### config.mk
export PLATFORM = sky130hd
export DESIGN_NAME = data_sampler_rx
export DESIGN_NICKNAME = d
export VERILOG_FILES = /design/src/rtl/uart_rx_pkg.sv /design/src/rtl/bit_sync_2ff.sv /design/src/rtl/data_sampler_rx.sv
export SDC_FILE = /design/constraint.sdc
export NUM_CORES = 1
export LEC_CHECK = 0
export BUFFER_PORTS_ARGS = -buffer_cell sky130_fd_sc_hd__buf_4
export CORE_MARGIN = 4
export CORE_UTILIZATION = 35
export CTS_CLUSTER_DIAMETER = 60
export DETAILED_ROUTE_END_ITERATION = 6
export PLACE_DENSITY = 0.61
export SETUP_SLACK_MARGIN = 0.15
export SLEW_MARGIN = 40
export SYNTH_ARGS = -nofsm -noshare
export SYNTH_HDL_FRONTEND = slang
export SYNTH_SLANG_ARGS = --single-unit
### constraint.sdc
create_clock -name CLK_smp -period 3.13 [get_ports CLK_smp]
set_input_delay 0.1565 -clock CLK_smp [delete_from_list [all_inputs] [get_ports CLK_smp]]
set_output_delay 0.1565 -clock CLK_smp [all_outputs]
set_load 0.01 [all_outputs]
### src/rtl/uart_rx_pkg.sv
// Shared definitions for the UART receive path: widths, legal prescale
// values, state type and the 3-sample majority helper.
package uart_rx_pkg;

  localparam int PRESCALE_W = 6;
  localparam int BIT_CNT_W  = 4;

  localparam int PRESC_8   = 8;
  localparam int PRESC_16  = 16;
  localparam int PRESC_32  = 32;
  localparam int PRESC_MIN = PRESC_8;

  typedef enum logic {
    ST_IDLE  = 1'b0,
    ST_COUNT = 1'b1
  } smp_state_e;

  function automatic logic maj3(input logic a, input logic b, input logic c);
    return (a & b) | (a & c) | (b & c);
  endfunction

endpackage : uart_rx_pkg

### src/rtl/bit_sync_2ff.sv
// Two-flop synchroniser for a single asynchronous input, with a
// configurable reset value so idle-high lines come out of reset quiet.
module bit_sync_2ff #(
  parameter logic RST_VAL = 1'b1
) (
  input  logic clk_i,
  input  logic rst_i,
  input  logic d_i,
  output logic q_o
);

  logic meta_q;
  logic sync_q;

  always_ff @(posedge clk_i or posedge rst_i) begin
    if (rst_i) begin
      meta_q <= RST_VAL;
      sync_q <= RST_VAL;
    end else begin
      meta_q <= d_i;
      sync_q <= meta_q;
    end
  end

  assign q_o = sync_q;

endmodule : bit_sync_2ff

### src/rtl/data_sampler_rx.sv
// UART RX bit-timing front end: line synchroniser, edge/bit counters and
// 3-sample majority vote around each bit centre.
module data_sampler_rx
  import uart_rx_pkg::*;
#(
  parameter int PRESCALE_W = uart_rx_pkg::PRESCALE_W,
  parameter int BIT_CNT_W  = uart_rx_pkg::BIT_CNT_W
) (
  input  logic                  CLK_smp,
  input  logic                  RST_smp,
  input  logic                  RX_IN_smp,
  input  logic                  cnt_en,
  input  logic [PRESCALE_W-1:0] prescale_FSM,
  output logic                  rx_sync,
  output logic [PRESCALE_W-1:0] edge_cnt,
  output logic [BIT_CNT_W-1:0]  bit_cnt,
  output logic                  sample_bit_deser,
  output logic                  sample_valid
);

  localparam int CW = PRESCALE_W + 1;

  smp_state_e            state_q;
  logic [PRESCALE_W-1:0] p_q;
  logic [PRESCALE_W-1:0] edge_q;
  logic [BIT_CNT_W-1:0]  bit_q;
  logic                  s0_q;
  logic                  s1_q;
  logic                  smp_q;
  logic                  vld_q;

  logic                  rx_sync_w;
  logic [PRESCALE_W-1:0] p_in_d;
  logic [CW-1:0]         edge_ext;
  logic [CW-1:0]         half_c;
  logic [CW-1:0]         half_m1_c;
  logic [CW-1:0]         half_p1_c;
  logic [CW-1:0]         last_c;

  bit_sync_2ff #(
    .RST_VAL (1'b1)
  ) u_sync (
    .clk_i (CLK_smp),
    .rst_i (RST_smp),
    .d_i   (RX_IN_smp),
    .q_o   (rx_sync_w)
  );

  // Compare points are formed one bit wider than the counter so P-1 and
  // H+1 never wrap at the largest prescale.
  always_comb begin
    p_in_d    = (prescale_FSM < PRESCALE_W'(PRESC_MIN)) ? PRESCALE_W'(PRESC_MIN)
                                                        : prescale_FSM;
    edge_ext  = {1'b0, edge_q};
    half_c    = {1'b0, p_q} >> 1;
    half_m1_c = half_c - CW'(1);
    half_p1_c = half_c + CW'(1);
    last_c    = {1'b0, p_q} - CW'(1);
  end

  always_ff @(posedge CLK_smp or posedge RST_smp) begin
    if (RST_smp) begin
      state_q <= ST_IDLE;
      p_q     <= PRESCALE_W'(PRESC_MIN);
      edge_q  <= '0;
      bit_q   <= '0;
      s0_q    <= 1'b1;
      s1_q    <= 1'b1;
      smp_q   <= 1'b1;
      vld_q   <= 1'b0;
    end else begin
      vld_q <= 1'b0;
      case (state_q)
        ST_IDLE: begin
          edge_q <= '0;
          bit_q  <= '0;
          if (cnt_en) begin
            state_q <= ST_COUNT;
            p_q     <= p_in_d;
          end
        end
        ST_COUNT: begin
          if (!cnt_en) begin
            state_q <= ST_IDLE;
            edge_q  <= '0;
            bit_q   <= '0;
          end else begin
            if (edge_ext == last_c) begin
              edge_q <= '0;
              if (bit_q != {BIT_CNT_W{1'b1}}) bit_q <= bit_q + 1'b1;
            end else begin
              edge_q <= edge_q + 1'b1;
            end
            if (edge_ext == half_m1_c) s0_q <= rx_sync_w;
            if (edge_ext == half_c)    s1_q <= rx_sync_w;
            if (edge_ext == half_p1_c) begin
              smp_q <= maj3(s0_q, s1_q, rx_sync_w);
              vld_q <= 1'b1;
            end
          end
        end
        default: state_q <= ST_IDLE;
      endcase
    end
  end

  assign rx_sync          = rx_sync_w;
  assign edge_cnt         = edge_q;
  assign bit_cnt          = bit_q;
  assign sample_bit_deser = smp_q;
  assign sample_valid     = vld_q;

endmodule : data_sampler_rx

* Word-level counts from Yosys, hierarchy flattened
Cells that the tools add are included.
Storage, ports and cells: register bits after elaboration 23, bits of input ports 10, output and inout port bits 13, word-level logic and storage cells 46
Cells by class: add/subtract/negate cells 5, order comparisons 1, equal/unequal tests 7, multiplexer cells 12, bitwise gates (word level) 6, reduce and logical (&&, ||, !) cells 5
Operators by type and width (number):
- two-way mux 6 bit | 3
- == test 6 x 7 -> 1 bit | 2
- two-way mux 4 bit | 3
- one-hot mux 6 bit (2 select lines) | 1
- AND reduction 3 bit | 3
- one-hot mux 4 bit (2 select lines) | 1
- subtractor 6 x 1 -> 7 bit (second input constant) | 1
- adder 5 x 1 -> 6 bit (second input constant) | 1
- adder 6 x 1 -> 6 bit (second input constant) | 1
- == test 6 x 5 -> 1 bit | 1
- == test 6 bit | 1
- less-than comparator 6 x 4 -> 1 bit (second input constant) | 1
- != test 3 x 2 -> 1 bit (second input constant) | 2
- subtractor 5 x 1 -> 6 bit (second input constant) | 1
- adder 4 x 1 -> 4 bit (second input constant) | 1
- two-way mux 1 bit | 4
- != test 4 bit (second input constant) | 1
- AND reduction 2 bit | 2
- bitwise AND 1 bit | 3
- OR 1 bit | 2
- NOT 1 bit | 1

* Logic depth before layout (Yosys ltp)
Gate-level depths: netlist of the first run.
depth in word-level cells 5, mapped depth 8, gate-level depth less buffers 7

* Cells and area by module
A second synthesis of the first run with hierarchy kept.
Unflattened totals: cell total of the unflattened synthesis 148, area total of the unflattened synthesis 1472.7 um^2
By module, submodules not included:
- data_sampler_rx | instances 1, cells an instance 145, area each 1416.4 um^2, seq. area each 530.5 um^2
- bit_sync_2ff | instances 1, cells an instance 3, area each 56.3 um^2, seq. area each 52.6 um^2

* Worst setup path after synthesis of the first run
No wires, ideal clock.
path kind register -> register, from register p_q[2], to register smp_q, in the netlist sample_bit_deser, setup time 85 ps, arrival 2201 ps, data required time 3045 ps, setup slack 844 ps, cell stages (with the launch flop) 8, path buffers 1, period minus slack after synthesis 2286 ps, path through dfrtp_1 > buf_2 > inv_1 > ha_1 > xor2_1 > or4_4 > a2111oi_2 > mux2_1
On the way: cells in the longest elaborated chain, start to end 3
RTL lines:
- start: declaration | RTL line data_sampler_rx.sv:24 | logic [PRESCALE_W-1:0] p_q;
- start signal: assignment | RTL line data_sampler_rx.sv:64 | p_q <= PRESCALE_W'(PRESC_MIN);
- start signal: assignment | RTL line data_sampler_rx.sv:79 | p_q <= p_in_d;
- adder 5 x 1 -> 6 bit | RTL line data_sampler_rx.sv:57 | half_p1_c = half_c + CW'(1);
- == test 6 bit | RTL line data_sampler_rx.sv:96 | if (edge_ext == half_p1_c) begin
- AND reduction 3 bit (no source line)
- end signal: assignment | RTL line data_sampler_rx.sv:97 | smp_q <= maj3(s0_q, s1_q, rx_sync_w);
- end: declaration | RTL line data_sampler_rx.sv:29 | logic smp_q;
No other way between the ends. A chain may end at the register's enable or synchronous reset.

* Worst setup path in the final report of the first run
Same ends and word-level chain as after synthesis.

==> out/summary.txt, run 1 <==
=================================================================================
Final count of pins violating max slew                                          0
Mean Syn Cell Area                                                       9.91 um2
Net count after synthesis                                                     160
Post-synthesis compound-gate area fraction                                  10.6%
Num CTS Buffers                                                                 3
Number of setup violations in the final report                                  0
Via count of the first global-routing pass                                   1085
CTS H-Tree Depth                                                                1
Top-area cell type share of the netlist area                                29.8%
RePlAce Congestion                                                          0.866
Count of cell types in the netlist                                             45
Port Buffers                                                                   22
Largest fanout on the critical path                                             9
Final period utilization                                                    79.3%
Hold Path Depth                                                                 1
HPWL reported at the end of detailed placement                            2310 um
Start point of the critical path                                           p_q[2]
Most area-consuming cells after synthesis                            sky130_fd_sc_hd__dfrtp_1 30%, sky130_fd_sc_hd__dfstp_2 11%, sky130_fd_sc_hd__xnor2_1 6.1%, sky130_fd_sc_hd__xor2_1 6.1%, sky130_fd_sc_hd__ha_1 5.3%
Non-filler cells in the finished layout                                       212
Synth Area in Adders                                                        5.96%
Worst Tran Pin Value                                                       585 ps
Setup Crit Path Kind                                                   reg -> reg
Number of synthesized register bits                                            23
Clock Skew                                                                4.10 ps
Post-Synth Simple-Gate Area                                                 18.8%
Total placed cells including tap cells                                        206
Max IR drop VDD                                                          0.264 mV
Fmax                                                                    0.403 GHz
Beginning of the worst hold path                                           cnt_en
IO Pins                                                                        23
DRT iter0 DRCs                                                                 58
Clock latency of the later-clocked register in the worst-skew pair         260 ps
Xor-xnor portion of the synthesized cell area                               13.4%
Hold Violations, Final                                                          0
Die Outline Area                                                      0.00516 mm2
Static power due to leakage                                              0.730 nW
Worst r2r src                                                              p_q[2]
Commonest cells after routing, fill and taps aside                   22 x sky130_fd_sc_hd__buf_4, 17 x sky130_fd_sc_hd__dfrtp_1, 13 x sky130_fd_sc_hd__nand2_1, 11 x sky130_fd_sc_hd__nor2_1
Fraction of registers with async set/reset                                   100%
Resized cells post-CTS                                                          0
Crit path launch type                                                        flop
DIE WIDTH                                                                 71.9 um
Floorplan Core Area                                                   0.00380 mm2
Starting density of the core                                                37.6%
Global-route wire length before repair                                    5060 um
Vias                                                                         1134
WL/cell                                                                   14.5 um
Initial DRT Pass Iterations                                                     4
Wire length reported by the detailed router                               3060 um
Final total negative setup slack                                             0 ps
Total inserted antenna cells                                                    0
Number of standard cells after synthesis                                      144
Depth of the worst register-to-register path                                    6
GRT overflow                                                                    0
Fin nets                                                                      181
Total routing resource utilization after global routing                     12.6%
Final critical path time including I/O delays and setup                   2480 ps
Setup repair after global routing missed its margin                            no
Worst min-delay path endpoint                                             state_q
Clock Root Buffer                                                    sky130_fd_sc_hd__clkbuf_8
Rows                                                                           22
Worst Hold Class                                                        in -> reg
Reg area                                                                  583 um2
Area used by multi-input combinational logic                              782 um2
Required time at the worst-slack endpoint                                 3320 ps
Ratio of cells with drive above 1 in the final layout                       23.8%
Dominant combinational cell family by area after synthesis           simple AND/OR/NAND/NOR gates
Antenna violations before repair                                                0
Normalized max-slew margin                                                  60.9%
Max Root-Sink Buffers                                                           2
Portion of netlist area occupied by mux cells                               6.05%
Signal arrival time at the worst endpoint                                 2680 ps
Height of the die                                                         71.9 um
Post-Syn Area                                                         0.00143 mm2
Drt via density                                                              5.35
Most common cell after layout, fill and taps aside                   sky130_fd_sc_hd__buf_4
Register clock-pin slew on the reported worst setup and hold paths          80 ps
Pin count of the biggest net entering global routing                           24
# fillers                                                                     367
Critical Path Sink Type                                                      flop
Max-cap violations                                                              0
Areal power density over the cells                                     429 mW/mm2
Synth-to-layout area growth                                                 17.5%
Number of sinks driven by the clock tree                                       23
Post-synth top area cell                                             sky130_fd_sc_hd__dfrtp_1
Total number of yosys warnings                                                  0
Post-synthesis sequential area ratio                                        40.8%
DRC                                                                             0
EDFF count, synth                                                               0
TritonCTS clock tree                                                         done
Outcome                                                              finished clean
Register-to-register setup slack                                           650 ps
R2R Path End                                                         sample_bit_deser
Prevailing post-synth register cell                                  sky130_fd_sc_hd__dfrtp_1
Post-detailed-route count of antenna-violating nets                             0
=================================================================================
[routing by layer]
layer | vias to the layer above | share of wire (%) | global-route usage, %
li1 | 545 | - | -
met1 | 563 | 41 | 14.3
met2 | 20 | 53 | 22.2
met3 | 6 | 3.4 | 2.95
met4 | 0 | 2.3 | 5.43
met5 | - | 0 | 0
[synthesized netlist by cell type, types with 2 or more instances]
library cell and instances:
sky130_fd_sc_hd__mux2i_1 3, sky130_fd_sc_hd__o211a_1 2, sky130_fd_sc_hd__nor2b_1 2, sky130_fd_sc_hd__nand2_1 13
sky130_fd_sc_hd__o22ai_1 3, sky130_fd_sc_hd__buf_2 2, sky130_fd_sc_hd__nor2_1 11, sky130_fd_sc_hd__dfstp_2 6
sky130_fd_sc_hd__nor3b_1 3, sky130_fd_sc_hd__buf_4 2, sky130_fd_sc_hd__nand3_1 7, sky130_fd_sc_hd__nand4_1 2
sky130_fd_sc_hd__o21ai_0 3, sky130_fd_sc_hd__mux2_2 3, sky130_fd_sc_hd__ha_1 6, sky130_fd_sc_hd__xnor2_1 10
sky130_fd_sc_hd__xor2_1 10, sky130_fd_sc_hd__nor3_1 3, sky130_fd_sc_hd__inv_1 6, sky130_fd_sc_hd__dfrtp_1 17
sky130_fd_sc_hd__clkbuf_1 4, sky130_fd_sc_hd__and2_1 2, sky130_fd_sc_hd__mux2_1 2
[timing repair]
| action | in CTS | in global routing |
|---|---|---|
| setup buffers | 0 | 0 |
| hold buffers | 1 | 1 |
| hold endpoints to repair | 1 | 17 |
[kinds of logic (layout without fill, tap and decap cells)]
logic type	after synthesis	in the layout
compound gates	20	20
xor+xnor	21	21
fa+ha+maj	7	7
buf+inv	14	34
flops	23	23
mux	8	8
simple gates	51	51
[worst max-delay path by stage]
| stage | to | slack [ps] |
|---|---|---|
| after detailed placement | sample_bit_deser | 670 |
| final | sample_bit_deser | 650 |
| after global placement | sample_bit_deser | 770 |
| after global routing | sample_bit_deser | 490 |
| after CTS | sample_bit_deser | 650 |
| after floorplan | sample_bit_deser | 840 |
[registers in the layout, summed over array words and instances, names as in the netlist]
register,flops
s0_q,1
sample_valid,1
bit_cnt,4
u_sync.meta_q,1
edge_cnt,6
u_sync.q_o,1
sample_bit_deser,1
s1_q,1
p_q,6
state_q,1
[critical path: stages, from the launching register on]
cell,delay (ps)
sky130_fd_sc_hd__dfrtp_1,530
sky130_fd_sc_hd__inv_1,150
sky130_fd_sc_hd__ha_1,310
sky130_fd_sc_hd__xor2_1,160
sky130_fd_sc_hd__or4_4,490
sky130_fd_sc_hd__a2111oi_2,420
sky130_fd_sc_hd__mux2_1,360
[final cells by class]
| class | count | share of cell area [%] |
|---|---|---|
| flip-flops and latches | 23 | 34.8 |
| inverters | 6 | 1.34 |
| well taps | 48 | 3.58 |
| repair buffers | 24 | 11.0 |
| clock buffers | 4 | 2.68 |
| multi-input cells | 107 | 46.6 |
[power breakdown]
group	switching [mW]	internal [mW]	total (mW)
clock	0.0923	0.0908	0.183
combinational	0.0869	0.0840	0.171
sequential	0.0362	0.330	0.367
total	0.215	0.505	0.721
[through the flow]
stage	hold slack [ps]	area [um2]	power, mW	util [%]	setup slack, ps
final	25.5	1680	0.721	44.2	648
after global routing	10.4	1680	0.767	44.2	487
after CTS	13.6	1670	0.730	43.9	648
after detailed placement	270	1610	0.540	42.5	669
after global placement	268	1610	0.529	42.5	774
after floorplan	154	1430	0.494	-	844
Power figures use the tool's default switching activity.
==> run 2, diff against run 1 <==
--- a/config.mk
+++ b/config.mk
@@ -10,7 +10,7 @@
 export CORE_UTILIZATION = 35
 export CTS_CLUSTER_DIAMETER = 60
 export DETAILED_ROUTE_END_ITERATION = 6
-export PLACE_DENSITY = 0.61
+export PLACE_DENSITY = 0.63
 export SETUP_SLACK_MARGIN = 0.15
 export SLEW_MARGIN = 40
 export SYNTH_ARGS = -nofsm -noshare
==> constraint.sdc (replaced) <==
create_clock -name CLK_smp -period 2.1 [get_ports CLK_smp]
set_input_delay 0.105 -clock CLK_smp [delete_from_list [all_inputs] [get_ports CLK_smp]]
set_output_delay 0.105 -clock CLK_smp [all_outputs]
set_load 0.01 [all_outputs]
==> run 2 against run 1 <==
Effect of this change:
- fmax increased by 22%
- core utilization increased by 11 points
- first-iteration DRC count decreased by 40%
- clock power increased by 53%
- sequential share of layout area decreased by 6.7 points
- via count increased by 11%
- critical path type unchanged
- critical endpoint unchanged
- largest cell class unchanged
- largest power group unchanged
- highest routed layer unchanged
==> out/summary.txt, run 2 (synthesis gave the netlist of run 1 again) <==
=================================================================================
Initial DRT Pass Iterations                                                     4
Clock Skew                                                                6.94 ps
Total routing resource utilization after global routing                     14.9%
Core occupancy in the finished layout                                       54.8%
Clock latency of the later-clocked register in the worst-skew pair         270 ps
Number of setup violations in the final report                                  0
Num CTS Buffers                                                                 3
Commonest cells after routing, fill and taps aside                   47 x sky130_fd_sc_hd__buf_4, 17 x sky130_fd_sc_hd__dfrtp_1, 13 x sky130_fd_sc_hd__nand2_1, 9 x sky130_fd_sc_hd__xor2_1, 9 x sky130_fd_sc_hd__xnor2_1
Register clock-pin slew on the reported worst setup and hold paths          80 ps
Port Buffers                                                                   22
Pre-CTS setup slack                                                      -64.7 ps
Most common cell after layout, fill and taps aside                   sky130_fd_sc_hd__buf_4
WL/cell                                                                   15.2 um
Required time at the worst-slack endpoint                                 2300 ps
Final WS setup                                                            58.4 ps
Static power due to leakage                                              0.914 nW
DIE WIDTH                                                                 71.9 um
Cell area reported after detailed placement                           0.00178 mm2
Max Root-Sink Buffers                                                           2
TritonCTS clock tree                                                         done
Synth-to-layout area growth                                                 45.8%
Worst Hold Class                                                        in -> reg
Largest fanout on the critical path                                             2
Final count of pins violating max slew                                          0
Worst r2r src                                                              p_q[2]
Fmax                                                                    0.490 GHz
Die Outline Area                                                      0.00516 mm2
Hold Worst Slack                                                          58.1 ps
Crit path launch type                                                        flop
CTS H-Tree Depth                                                                1
Hold Violations, Final                                                          0
Floorplan Core Area                                                   0.00380 mm2
Total inserted antenna cells                                                    0
DRT iter0 DRCs                                                                 35
Vias                                                                         1262
Height of the die                                                         71.9 um
Areal power density over the cells                                     601 mW/mm2
Setup repair after global routing missed its margin                           yes
Number of sinks driven by the clock tree                                       23
Fin nets                                                                      211
GRT overflow                                                                    0
Normalized max-slew margin                                                  66.7%
Worst Tran Pin Value                                                       498 ps
Beginning of the worst hold path                                     prescale_FSM[3]
Signal arrival time at the worst endpoint                                 2240 ps
R2R Path End                                                         sample_bit_deser
Register-to-register setup slack                                            60 ps
Final total negative setup slack                                             0 ps
Clock Root Buffer                                                    sky130_fd_sc_hd__clkbuf_8
Wire length reported by the detailed router                               3670 um
Outcome                                                              finished clean
Depth of the worst register-to-register path                                    6
Pin count of the biggest net entering global routing                           24
Drt via density                                                              5.21
IO Pins                                                                        23
Global-route wire length before repair                                    6040 um
Final critical path time including I/O delays and setup                   2040 ps
Max IR drop VDD                                                          0.297 mV
Critical Path Sink Type                                                      flop
DRC                                                                             0
HPWL reported at the end of detailed placement                            2690 um
Ratio of cells with drive above 1 in the final layout                       46.4%
Post-detailed-route count of antenna-violating nets                             0
Rows                                                                           22
Starting density of the core                                                37.6%
Worst min-delay path endpoint                                              p_q[3]
RePlAce Congestion                                                          0.844
Final period utilization                                                    97.2%
Design area                                                           0.00208 mm2
Antenna violations before repair                                                0
Via count of the first global-routing pass                                   1308
Setup Crit Path Kind                                                   reg -> reg
Hold Path Depth                                                                 2
Max-cap violations                                                              0
=================================================================================
-- run 2: cell types whose count changed in the layout (fill, tap and decap cells not counted), sizes merged --
cell,change
buf,+29
dlygate4sd3,+1
-- run 2: cell type report --
cell class                 instances  area [um2]
clock buffer                       4        45.0
fill                             345        1720
inverter                           6        22.5
multi-input combinational        107         943
sequential                        23         583
tap                               48        60.1
timing repair buffer              54         428
-- run 2: power by group --
part	internal, mW	leakage [nW]	switching [mW]
clock network	0.136	0.0228	0.144
registers	0.492	0.288	0.0318
logic	0.234	0.604	0.212
-- run 2: how the worst max path moves through the flow --
stage                     startpoint               end  slack (ps)  cells after the start
after floorplan               p_q[2]  sample_bit_deser         -40                      7
after global placement        p_q[2]  sample_bit_deser         -10                      7
after detailed placement      p_q[1]        bit_cnt[2]         -60                      8
after CTS                     p_q[1]        bit_cnt[2]          50                      8
after global routing          p_q[2]       edge_cnt[4]         -10                     10
final                         p_q[2]  sample_bit_deser          60                      6
-- run 2: critical path, cell delays in order (launching register included) --
cell and delay (ps):
sky130_fd_sc_hd__dfrtp_1 390, sky130_fd_sc_hd__inv_2 60, sky130_fd_sc_hd__ha_1 280, sky130_fd_sc_hd__xor2_1 170
sky130_fd_sc_hd__or4_4 510, sky130_fd_sc_hd__a2111oi_4 240, sky130_fd_sc_hd__mux2_4 330
-- run 2: per-stage QoR --
stage | total power, mW | cells
final | 1.25 | 242
after global routing | 1.32 | 242
after CTS | 1.22 | 239
after detailed placement | 0.866 | 225
after global placement | 0.848 | 225
after floorplan | 0.746 | 144
-- run 2: timing repair --
item                       in CTS  in global routing
hold endpoints to repair       19                  0
pin swaps                       6                 11
setup buffers                   7                  3
setup endpoints to repair      11                 11
hold buffers                    3                  0
gates cloned                    0                  0
gates resized for setup        17                 17
-- run 2: layer usage --
layer	vias up	routed length, um	GRT usage, %
met2	28	1840	24.7
li1	604	-	-
met1	622	1590	19.0
met4	0	74	6.05
met5	-	0	0
met3	8	164	2.95
==> run 3, diff against run 2 <==
--- a/config.mk
+++ b/config.mk
@@ -7,10 +7,10 @@
 export LEC_CHECK = 0
 export BUFFER_PORTS_ARGS = -buffer_cell sky130_fd_sc_hd__buf_4
 export CORE_MARGIN = 4
-export CORE_UTILIZATION = 35
+export CORE_UTILIZATION = 41
 export CTS_CLUSTER_DIAMETER = 60
 export DETAILED_ROUTE_END_ITERATION = 6
-export PLACE_DENSITY = 0.63
+export PLACE_DENSITY = 0.7
 export SETUP_SLACK_MARGIN = 0.15
 export SLEW_MARGIN = 40
 export SYNTH_ARGS = -nofsm -noshare
==> run 3 against run 2 <==
Effect of this change:
- design area shrank 5.3%
- worst hold slack lost 43 ps
- total power fell by 9.4%
- clock skew rose by 1.9 ps
- clock power is 25% lower
- global-route usage is 2.9 points higher
- die area decreased by 13%
- cell count shrank 1.7%
- non-clock buffer count decreased by 2
- critical path type unchanged
- largest power group unchanged
- highest routed layer unchanged
==> out/summary.txt, run 3 (synthesis gave the netlist of run 1 again) <==
=================================================================================
Worst r2r src                                                              p_q[1]
Total inserted antenna cells                                                    0
WL/cell                                                                   14.9 um
Required time at the worst-slack endpoint                                 2310 ps
Most common cell after layout, fill and taps aside                   sky130_fd_sc_hd__buf_4
Non-filler cells in the finished layout                                       238
Number of gates on the worst path with buffers counted                          8
Beginning of the worst hold path                                     prescale_FSM[1]
HPWL reported at the end of detailed placement                            2560 um
Outcome                                                              finished clean
Signal arrival time at the worst endpoint                                 2310 ps
Setup Crit Path Kind                                                   reg -> reg
Num CTS Buffers                                                                 3
Worst min-delay path endpoint                                              p_q[1]
Areal power density over the cells                                     575 mW/mm2
Clock Skew                                                                8.85 ps
GRT overflow                                                                    0
Floorplan Core Area                                                   0.00334 mm2
Total routing resource utilization after global routing                     17.8%
Via count of the first global-routing pass                                   1298
Depth of the worst register-to-register path                                    8
Max Root-Sink Buffers                                                           2
Drt via density                                                              5.21
Synth-to-layout area growth                                                 38.0%
CTS H-Tree Depth                                                                1
Setup repair after global routing missed its margin                           yes
Ratio of cells with drive above 1 in the final layout                       42.7%
Pin count of the biggest net entering global routing                           24
Final period utilization                                                     100%
Rows                                                                           21
Worst Tran Pin Value                                                       581 ps
RePlAce Congestion                                                          0.916
Antenna violations before repair                                                0
Static power due to leakage                                              0.884 nW
Global-route wire length before repair                                    6010 um
Critical-path cell list                                              inv_2, buf_4, ha_2, nor3b_4, and3_1, o211ai_1, or4_4, o211a_1
TritonCTS clock tree                                                         done
Register-to-register setup slack                                           0.5 ps
DIE WIDTH                                                                 67.0 um
Core occupancy in the finished layout                                       59.1%
Final WS setup                                                           0.466 ps
Hold Violations, Final                                                          0
DRC                                                                             0
Final total negative setup slack                                             0 ps
Die Outline Area                                                      0.00449 mm2
Normalized max-slew margin                                                  61.2%
Hold Path Depth                                                                 3
Largest fanout on the critical path                                             3
Final critical path time including I/O delays and setup                   2100 ps
Worst Hold Class                                                        in -> reg
IO Pins                                                                        23
DRT iter0 DRCs                                                                 38
Fmax                                                                    0.476 GHz
Buffers and inverters on the worst path                                         2
Biggest cell delay along the critical path                                 470 ps
Fin nets                                                                      209
Clock Root Buffer                                                    sky130_fd_sc_hd__clkbuf_4
Total placed cells including tap cells                                        221
Final count of pins violating max slew                                          0
Final Total Pwr                                                           1.13 mW
R2R Path End                                                           bit_cnt[2]
Pre-CTS setup slack                                                       -142 ps
Number of sinks driven by the clock tree                                       23
Starting density of the core                                                42.8%
Number of setup violations in the final report                                  0
Critical Path Sink Type                                                      flop
Register clock-pin slew on the reported worst setup and hold paths         140 ps
Height of the die                                                         67.0 um
Port Buffers                                                                   22
Wire length reported by the detailed router                               3550 um
Max-cap violations                                                              0
Clock latency of the later-clocked register in the worst-skew pair         320 ps
Commonest cells after routing, fill and taps aside                   47 x sky130_fd_sc_hd__buf_4, 17 x sky130_fd_sc_hd__dfrtp_1, 13 x sky130_fd_sc_hd__nand2_1, 11 x sky130_fd_sc_hd__nor2_1
Slowest library cell on the worst path                               sky130_fd_sc_hd__or4_4
Initial DRT Pass Iterations                                                     5
Max IR drop VDD                                                          0.445 mV
Crit-path leading delay family                                       simple AND/OR/NAND/NOR gates
Crit path launch type                                                        flop
Post-detailed-route count of antenna-violating nets                             0
Vias                                                                         1240
=================================================================================
run 3: what timing repair did:
action | 4_1_cts | 5_1_grt
pin swaps | 5 | 3
resized for setup | 13 | 6
hold buffers | 4 | 0
hold endpoints to repair | 10 | 0
setup buffers | 7 | 2
setup endpoints to repair | 12 | 13
run 3: per-stage QoR:
| step | area (um2) | hold slack (ps) |
|---|---|---|
| 2_1_floorplan | 1460 | 102 |
| 6_report | 1970 | 15.1 |
| 4_1_cts | 1930 | 4.39 |
| 3_3_place_gp | 1760 | 216 |
| 5_1_grt | 1970 | 14.2 |
| 3_5_place_dp | 1760 | 218 |
run 3: worst max path at each step:
stage                 from          endpoint
detailed placement  p_q[2]  sample_bit_deser
CTS                 p_q[3]  sample_bit_deser
finish              p_q[1]        bit_cnt[2]
global route        p_q[1]       edge_cnt[2]
floorplan           p_q[2]  sample_bit_deser
global placement    p_q[1]  sample_bit_deser
run 3: routing by layer:
layer | part of all wire [%] | GRT usage [%] | vias up
li1 | - | - | 596
met1 | 39 | 20.0 | 601
met2 | 54 | 32.9 | 35
met3 | 4.2 | 4.05 | 8
met4 | 1.9 | 5.32 | 0
met5 | 0 | 0 | -
run 3: area by class of cell:
cell class / instances / area [um2]
Fill cell: 289 / 1370
Multi-Input combinational cell: 107 / 876
Sequential cell: 23 / 583
Timing Repair Buffer: 52 / 404
Tap cell: 46 / 57.6
Clock buffer: 3 / 22.5
Inverter: 6 / 22.5
Clock inverter: 1 / 5.00
run 3: power breakdown:
group          total [mW]  switching [mW]  leakage, nW  internal [mW]
Clock               0.211           0.140       0.0177         0.0712
Combinational       0.402           0.195        0.579          0.206
Sequential          0.522          0.0291        0.288          0.493
Total                1.13           0.364        0.884          0.770
run 3: worst reg2reg max path, cell delays in order (launching register included):
cell	delay [ps]
sky130_fd_sc_hd__dfrtp_1	410
sky130_fd_sc_hd__inv_2	60
sky130_fd_sc_hd__buf_4	130
sky130_fd_sc_hd__ha_2	210
sky130_fd_sc_hd__nor3b_4	220
sky130_fd_sc_hd__and3_1	180
sky130_fd_sc_hd__o211ai_1	180
sky130_fd_sc_hd__or4_4	470
sky130_fd_sc_hd__o211a_1	140
